File: src/rtl/io_responder_pkg.sv
// io_responder_pkg: register map addresses and active-low 7-segment codes.
`default_nettype none
package io_responder_pkg;

  localparam logic [7:0] ADDR_LED    = 8'h00;
  localparam logic [7:0] ADDR_SW     = 8'h04;
  localparam logic [7:0] ADDR_BTN    = 8'h08;
  localparam logic [7:0] ADDR_SEG    = 8'h0C;
  localparam logic [7:0] ADDR_STATUS = 8'h10;

  // Cathode patterns {dp,g,f,e,d,c,b,a}, active-low, dp off.
  localparam logic [7:0] SEG7_CODE [16] = '{
    8'hC0, 8'hF9, 8'hA4, 8'hB0, 8'h99, 8'h92, 8'h82, 8'hF8,
    8'h80, 8'h90, 8'h88, 8'h83, 8'hC6, 8'hA1, 8'h86, 8'h8E
  };

endpackage
`default_nettype wire

File: src/rtl/io_responder_debouncer.sv
// debouncer: 2-flop synchroniser followed by a stable-count filter on a WIDTH-bit group.
`default_nettype none
module debouncer #(
  parameter int WIDTH  = 1,
  parameter int CYCLES = 20000
) (
  input  logic             clk,
  input  logic             reset,
  input  logic [WIDTH-1:0] din,
  output logic [WIDTH-1:0] stable
);

  localparam int            CW   = $clog2(CYCLES);
  localparam logic [CW-1:0] LAST = CW'(CYCLES - 1);

  logic [WIDTH-1:0] sync1;
  logic [WIDTH-1:0] sync2;
  logic [CW-1:0]    cnt;

  always_ff @(posedge clk or posedge reset) begin
    if (reset) begin
      sync1  <= '0;
      sync2  <= '0;
      stable <= '0;
      cnt    <= '0;
    end else begin
      sync1 <= din;
      sync2 <= sync1;
      if (sync2 == stable) begin
        cnt <= '0;
      end else if (cnt == LAST) begin
        stable <= sync2;
        cnt    <= '0;
      end else if (sync1 != sync2) begin
        // The synced value is about to change, so the current run is void.
        cnt <= '0;
      end else begin
        cnt <= cnt + 1'b1;
      end
    end
  end

endmodule
`default_nettype wire

File: src/rtl/io_responder_hex_to_seg7.sv
// hex_to_seg7: combinational nibble to active-low cathode decode.
`default_nettype none
module hex_to_seg7
  import io_responder_pkg::*;
(
  input  logic [3:0] nibble,
  output logic [7:0] seg
);

  assign seg = SEG7_CODE[nibble];

endmodule
`default_nettype wire

File: src/rtl/io_responder.sv
// io_responder: memory-mapped LED / switch / button / 7-segment device for the CPU IO port.
`default_nettype none
module io_responder
  import io_responder_pkg::*;
#(
  parameter int DEBOUNCE_CYCLES = 20000,
  parameter int SCAN_DIV        = 50000
) (
  input  logic        clk,
  input  logic        reset,
  input  logic [7:0]  io_addr,
  input  logic        io_read,
  input  logic        io_write,
  input  logic [15:0] io_wdata,
  output logic [15:0] io_rdata,
  input  logic [15:0] sw_in,
  input  logic        btn_confirm,
  output logic [15:0] led_out,
  output logic [3:0]  seg_an,
  output logic [7:0]  seg_cat
);

  localparam int            DW       = $clog2(SCAN_DIV);
  localparam logic [DW-1:0] DIV_LAST = DW'(SCAN_DIV - 1);

  logic [15:0]   led_reg;
  logic [15:0]   seg_reg;
  logic [15:0]   sw_stable;
  logic          btn_stable;
  logic          btn_prev;
  logic          pending;
  logic [DW-1:0] div_cnt;
  logic [1:0]    digit;
  logic [3:0]    nibble;
  logic          btn_read;

  debouncer #(.WIDTH(16), .CYCLES(DEBOUNCE_CYCLES)) u_sw_db (
    .clk    (clk),
    .reset  (reset),
    .din    (sw_in),
    .stable (sw_stable)
  );

  debouncer #(.WIDTH(1), .CYCLES(DEBOUNCE_CYCLES)) u_btn_db (
    .clk    (clk),
    .reset  (reset),
    .din    (btn_confirm),
    .stable (btn_stable)
  );

  assign btn_read = io_read && (io_addr == ADDR_BTN);

  always_ff @(posedge clk or posedge reset) begin
    if (reset) begin
      led_reg  <= '0;
      seg_reg  <= '0;
      btn_prev <= 1'b0;
      pending  <= 1'b0;
      div_cnt  <= '0;
      digit    <= '0;
    end else begin
      if (io_write && io_addr == ADDR_LED) led_reg <= io_wdata;
      if (io_write && io_addr == ADDR_SEG) seg_reg <= io_wdata;
      btn_prev <= btn_stable;
      // A new press outranks a simultaneous read-clear so no event is lost.
      if (btn_stable && !btn_prev) pending <= 1'b1;
      else if (btn_read)           pending <= 1'b0;
      if (div_cnt == DIV_LAST) begin
        div_cnt <= '0;
        digit   <= digit + 1'b1;
      end else begin
        div_cnt <= div_cnt + 1'b1;
      end
    end
  end

  always_comb begin
    io_rdata = '0;
    if (io_read) begin
      case (io_addr)
        ADDR_LED:    io_rdata = led_reg;
        ADDR_SW:     io_rdata = sw_stable;
        ADDR_BTN:    io_rdata = {15'b0, pending};
        ADDR_SEG:    io_rdata = seg_reg;
        ADDR_STATUS: io_rdata = {15'b0, btn_stable};
        default:     io_rdata = '0;
      endcase
    end
  end

  assign led_out = led_reg;
  assign seg_an  = ~(4'b0001 << digit);
  assign nibble  = seg_reg[{digit, 2'b00} +: 4];

  hex_to_seg7 u_dec (
    .nibble (nibble),
    .seg    (seg_cat)
  );

endmodule
`default_nettype wire

File: config.mk
export PLATFORM = sky130hd
export DESIGN_NAME = io_responder
export DESIGN_NICKNAME = d
export VERILOG_FILES = /design/src/rtl/io_responder_pkg.sv /design/src/rtl/io_responder_debouncer.sv /design/src/rtl/io_responder_hex_to_seg7.sv /design/src/rtl/io_responder.sv
export SDC_FILE = /design/constraint.sdc
export NUM_CORES = 1
export LEC_CHECK = 0
export ABC_AREA = 1
export CAP_MARGIN = 20
export CORE_ASPECT_RATIO = 0.75
export CORE_MARGIN = 8
export CORE_UTILIZATION = 58
export DETAILED_ROUTE_END_ITERATION = 8
export DONT_BUFFER_PORTS = 1
export GPL_ROUTABILITY_DRIVEN = 0
export PLACE_DENSITY_LB_ADDON = 0.1
export SYNTH_ARGS = -nofsm -noshare
export SYNTH_HDL_FRONTEND = slang
export SYNTH_HIERARCHICAL = 1
export SYNTH_SLANG_ARGS = --single-unit
File: constraint.sdc
create_clock -name clk -period 2 [get_ports clk]
set_input_delay 0.4 -clock clk [delete_from_list [all_inputs] [get_ports clk]]
set_output_delay 0.4 -clock clk [all_outputs]
set_load 0.02 [all_outputs]
## Yosys cells after proc, flatten, opt, wreduce, memory -nomap -nowiden

Memory sizes are Yosys's and may differ from the RTL's.
Index checks and enable logic that the tools add are counted.

| word-level totals | value |
|---|---|
| memory bits (writable) | 0 |
| memories kept | 1 |
| bits of input ports | 45 |
| bits in latches | 0 |
| ROM bits | 128 |
| output and inout port bits | 44 |
| logic and storage cells | 59 |
| flip-flop bits (word level) | 133 |

Memory list:

| memory | words | width | rd ports | clocked after memory_dff | wr ports | RTL line | RTL |
|---|---|---|---|---|---|---|---|
| (no name shown) | 16 | 8 | 1 | 0 | 0 | io_responder_hex_to_seg7.sv:10 | `assign seg = SEG7_CODE[nibble];` |

| operators by class | value |
|---|---|
| equal/unequal tests | 11 |
| mux-type cells | 13 |
| magnitude comparators | 1 |
| div/mod/pow operators | 0 |
| add/sub/neg operators | 4 |
| shift-type cells | 2 |
| bitwise operators | 4 |
| multipliers | 0 |
| reductions and logical operators | 9 |

Operators with widths:

| operator | number |
|---|---|
| 15-bit 2-to-1 mux | 6 |
| 16-bit case mux with 5 select lines | 1 |
| 16-bit 2-to-1 mux | 2 |
| 15-bit by 1-bit adder with 15-bit output (second input constant) | 2 |
| 15-bit equality test (second input constant) | 2 |
| 16-bit by 1-bit adder with 16-bit output (second input constant) | 1 |
| 16-bit equality test | 1 |
| 16-bit equality test (second input constant) | 1 |
| 8-bit by 4-bit equality test with 1-bit output (second input constant) | 2 |
| 8-bit 2-to-1 mux | 2 |
| 16-bit inequality test | 1 |
| 16-bit by 5-bit indexed part select with 4-bit output | 1 |
| 8-bit by 3-bit equality test with 1-bit output (second input constant) | 1 |
| 8-bit by 5-bit equality test with 1-bit output (second input constant) | 1 |
| 8-bit logical NOT | 1 |
| 5-bit >= comparator (second input constant) | 1 |
| 4-bit inverter with 5-bit output | 1 |
| 1-bit logical AND | 4 |
| 4-bit inverter | 1 |
| 2-bit AND reduction | 2 |
| 1-bit by 2-bit << shifter with 4-bit output (first input constant) | 1 |
| 2-bit by 1-bit adder with 2-bit output (second input constant) | 1 |
| 1-bit 2-to-1 mux | 2 |
| 1-bit inverter | 2 |
| 4 further kinds | 4 |

## Logic depth before layout (Yosys ltp)

Gate-level depths: netlist of run 1.

| logic depth | value |
|---|---|
| depth after elaboration | 5 |
| gate-level depth with buffers | 11 |

## Cells and area by module

The synthesis of run 1 kept the hierarchy.

Modules (own cells, without submodules):

| module | instances | cells each | area each (µm²) |
|---|---|---|---|
| io_responder | 1 | 405 | 2987.9 |
| debouncer (u_sw_db) | 1 | 324 | 2786.4 |
| debouncer (u_btn_db) | 1 | 116 | 957.2 |
| hex_to_seg7 | 1 | 55 | 296.5 |

## Worst setup path after synthesis of run 1

No wires, ideal clock.

| timing | value |
|---|---|
| path type | register to output |
| from | register digit[0] |
| to | output seg_cat[3] |
| cell stages (with the launch flop) | 10 |
| path slack | -0.252 ns |
| buffers on the path | 1 |
| arrival time | 1.852 ns |
| cell sequence | dfrtp_1 > buf_2 > clkinv_1 > o21ai_0 > o22ai_1 > inv_1 > ha_1 > nand2_1 > nand3_1 > nand2_1 |

| between the ends | value |
|---|---|
| word-level cells in the longest chain between the ends | 5 |

Ends and longest elaborated chain:

| what | RTL line | RTL |
|---|---|---|
| start: declaration | io_responder.sv:33 | `logic [1:0] digit;` |
| start signal: assignment | io_responder.sv:70 | `digit <= digit + 1'b1;` |
| 16-bit by 5-bit indexed part select with 4-bit output | io_responder.sv:93 | `assign nibble = seg_reg[{digit, 2'b00} +: 4];` |
| net nibble[0] | io_responder.sv:34 | `logic [3:0] nibble;` |
| 4-bit inverter with 5-bit output (not written as such) | io_responder_hex_to_seg7.sv:10 |  |
| memory read 16 x 8 bit | -- |  |
| 8-bit 2-to-1 mux (not written as such) (2 in series) | io_responder_hex_to_seg7.sv:10 |  |
| end: declaration | io_responder.sv:20 | `output logic [7:0] seg_cat` |

The timed path passes the listed nets, and every way through them passes these cells. The select of a mux whose other input is x is not followed.

## Final worst setup path of run 1

| timing | value |
|---|---|
| from | register digit[0] |
| to | output seg_cat[0] |

Same word-level chain as after synthesis.

==> flow_metrics.tcl, run 1 <==
set metrics [dict create \
    finalNonFillerCells 1114 \
    finalNetCount 998 \
    crit_chain "buf_4 > nor2_4 > o22ai_2 > inv_2 > ha_2 > nand2_1 > nand2_1 > nand2_1 > nand2_2" \
    avgSynthCellArea_sq_um 7.81 \
    drtIter0Drc 527 \
    coreArea_sq_um 11700 \
    drv_cap 0 \
    die_area_sq_um 15900 \
    dp_hpwl_mm 12.2 \
    ys_warn_count 6 \
    timing.fmax_mhz 422 \
    synthXorXnorAreaFrac_pct 4.49 \
    cts_tree "done" \
    netlist_instances 900 \
    p_leak_nw 4.08 \
    die_h_um 111 \
    min_path_type "primary input to flip-flop" \
    synthToLayoutAreaGrowth_pct 19.4 \
    drt_wl_total_mm 17.5 \
    firstDrtPassIters 5 \
    syn_area_sq_um 7030 \
    die_w_um 143 \
    antenna_found_initial 0 \
    finalCritPeriodShare_pct 119 \
    rsz0062_at_grt "true" \
    failed_checks "setup timing" \
    synth_edf_count 0 \
    ys.flop_type "dfrtp_1" \
    synth.distinct_cells 33 \
    clock_skew_ps 7.01 \
    floorplan.initialDensity_pct 60.1 \
    synth-seq-cells 133 \
    syn_nets 959 \
    cp_slowest_cell "dfrtp_2" \
    cts_max_level 4 \
    grt_overflow 0 \
    yosysSeqAreaShare_pct 47.4 \
    end_kind "primary output" \
    vias 5957 \
    cts.clk_slew.worst_paths_ps 60 \
    cpPeakStageDelay_ps 470 \
    cts_sinks 133 \
    diodes 0 \
    place_area_sq_um 7300 \
    design_area_sq_um 8390 \
    placementRows 34 \
    cts_buffers 17 \
    avgViaCountPerCell 5.35 \
    worst-slew-pin-transition_ps 700 \
    clk_path_buf_depth 2 \
    synth_compound_area_share_pct 5.64 \
    arrival_ps 1970 \
    synthSimpleGateAreaFrac_pct 30.4 \
    async_flop_share_pct 100 \
    synthAdderAreaFrac_pct 2.49 \
    cp-start-kind "flip-flop" \
    grt_pass1_vias 5808 \
    drc 0 \
    synth_mux_area_share_pct 0 \
    grt_start_max_net_pins 53 \
    setup_viol 7 \
    crit_type "flip-flop to primary output" \
    path_max_fanout 6 \
    period_needed_ps 2370 \
    slew_viol_final 0 \
    path_buf_inv 2 \
    cts_root_buf "clkbuf_16" \
    grt_util_all_layers_pct 22.2 \
    synth_top_family_by_area "simple AND/OR/NAND/NOR gates" \
    fillers 902 \
    pin_count 89 \
    power_density_nw_per_um2 779 \
    grt_pass1_wl_mm 28.5 \
    antenna_left 0 \
    worstSkewPairLatency_ps 420 \
    hold_violations 0 \
    cp_data_required_time_ps 1600 \
    outcome "finished with violations" \
    placed_cells 1057 \
    io_buffers 0 \
    max_slew_margin_pct 53.3 \
    peakVddDrop_v 0.000612 \
    postLayoutSetupSlackWorst_ps -370 \
    detail_route.wl_per_cell_um 15.7 \
    drive_gt1_share_pct 17.2 \
    path_common_cell "nand2_1" \
    path_delay_family "flip-flops" \
]
-- worst register-to-register path: stages, from the launching register on --
cell and delay, ps:
dfrtp_1 370, ha_1 210, nand2_2 90, nor2_4 120
nand2_2 80, nor2_1 130, nand3_2 110, clkinv_2 210
nand2_4 190, nand2_1 120, nand2_1 60
-- synthesized netlist by cell type, types with 14 or more instances --
cell       n  area (sq um)
a21oi_2   14           123
nor2_2    14          87.6
nor2_1   108           405
o21ai_0   34           170
xnor2_1   16           140
nand2_1  243           912
inv_1    120           450
dfrtp_1  133          3330
nand3_1   92           460
ha_1      14           175
xor2_1    20           175
-- report_power, final --
group | switching [W] | internal [W] | total [W] | leakage, nW
logic | 0.000290 | 0.000172 | 0.000462 | 2.05
clock network | 0.00116 | 0.00202 | 0.00318 | 0.280
registers | 0.000116 | 0.00277 | 0.00289 | 1.75
-- metrics by stage --
step / util (%) / hold slack, ps / power (W) / setup WS [ps] / TNS [ps]
after CTS: 70.8 / 1.59 / 0.00658 / -310 / -2070
after global routing: 71.7 / 1.46 / 0.00677 / -471 / -2950
after floorplan: - / 339 / 0.00319 / 1.70 / 0
after global placement: 62.4 / 239 / 0.00328 / -47.3 / -247
after detailed placement: 62.4 / 237 / 0.00330 / -184 / -1210
final: 71.7 / 14.1 / 0.00653 / -370 / -2300
-- path summary, 6_finish.rpt --
check	startpoint	endpoint	slack, ps	depth (start not counted)
max in group asynchronous	reset	u_btn_db/cnt[8]	940	2
hold / removal	sw_in[0]	u_sw_db/sync1[0]	10	0
setup reg to reg	u_sw_db/cnt[0]	u_sw_db/stable[9]	210	10
setup / recovery	digit[0]	seg_cat[0]	-370	9
hold reg to reg	u_sw_db/sync1[10]	u_sw_db/sync2[10]	390	0
min in group asynchronous	reset	u_sw_db/cnt[9]	430	2
-- logic make-up (layout without fill, tap and decap cells) --
kind of cell	after synthesis	count (layout)
flip-flops	133	133
adder cells (fa/ha/maj)	14	14
buffers and inverters	156	208
AO/OA/AOI/OAI	66	66
other	1	1
XOR/XNOR	36	36
AND/OR/NAND/NOR	494	494
-- per-layer routing --
layer | GRT usage [%] | routed length (um) | vias up
met5 | 0 | 0 | -
met4 | 8.97 | 443 | 0
met3 | 6.06 | 1550 | 43
met2 | 34.4 | 8030 | 237
met1 | 28.9 | 7460 | 2815
li1 | - | - | 2862
-- timing repair --
item	4_1_cts	5_1_grt
hold endpoints to repair	95	0
cloned	1	0
buffers inserted	8	1
pin swaps	12	5
setup endpoints to repair	7	10
hold buffers	15	0
resized for setup	52	22
-- layout make-up --
cell class	count	area, sq um	share of cell area [%]
Timing Repair Buffer	43	457	5.44
Sequential cell	133	3330	39.7
Clock inverter	12	154	1.83
Clock buffer	20	457	5.44
Tap cell	162	203	2.42
Multi-Input combinational cell	611	3270	39.0
Inverter	133	515	6.14
-- layout by cell type, fill, tap and decap left out, drive strengths merged --
master and n:
nand2 253, dfrtp 133, inv 131, nor2 127, nand3 94, o21ai 39
buf 28, xor2 20, clkbuf 20, a21oi 19, xnor2 16, dlygate4sd3 15
ha 14, nand4 11, nor3 8, clkinvlp 6, clkinv 5, o22ai 4
bufinv 3, o21bai 3, and3 1, a31oi 1, conb 1
(Power assumes the default switching activity.)
==> inputs of run 2 (changes only) <==
- CAP_MARGIN: 20 -> not set
==> results of run 2 <==
Same layout as run 1: the final DEF is identical, and so are final timing and power.
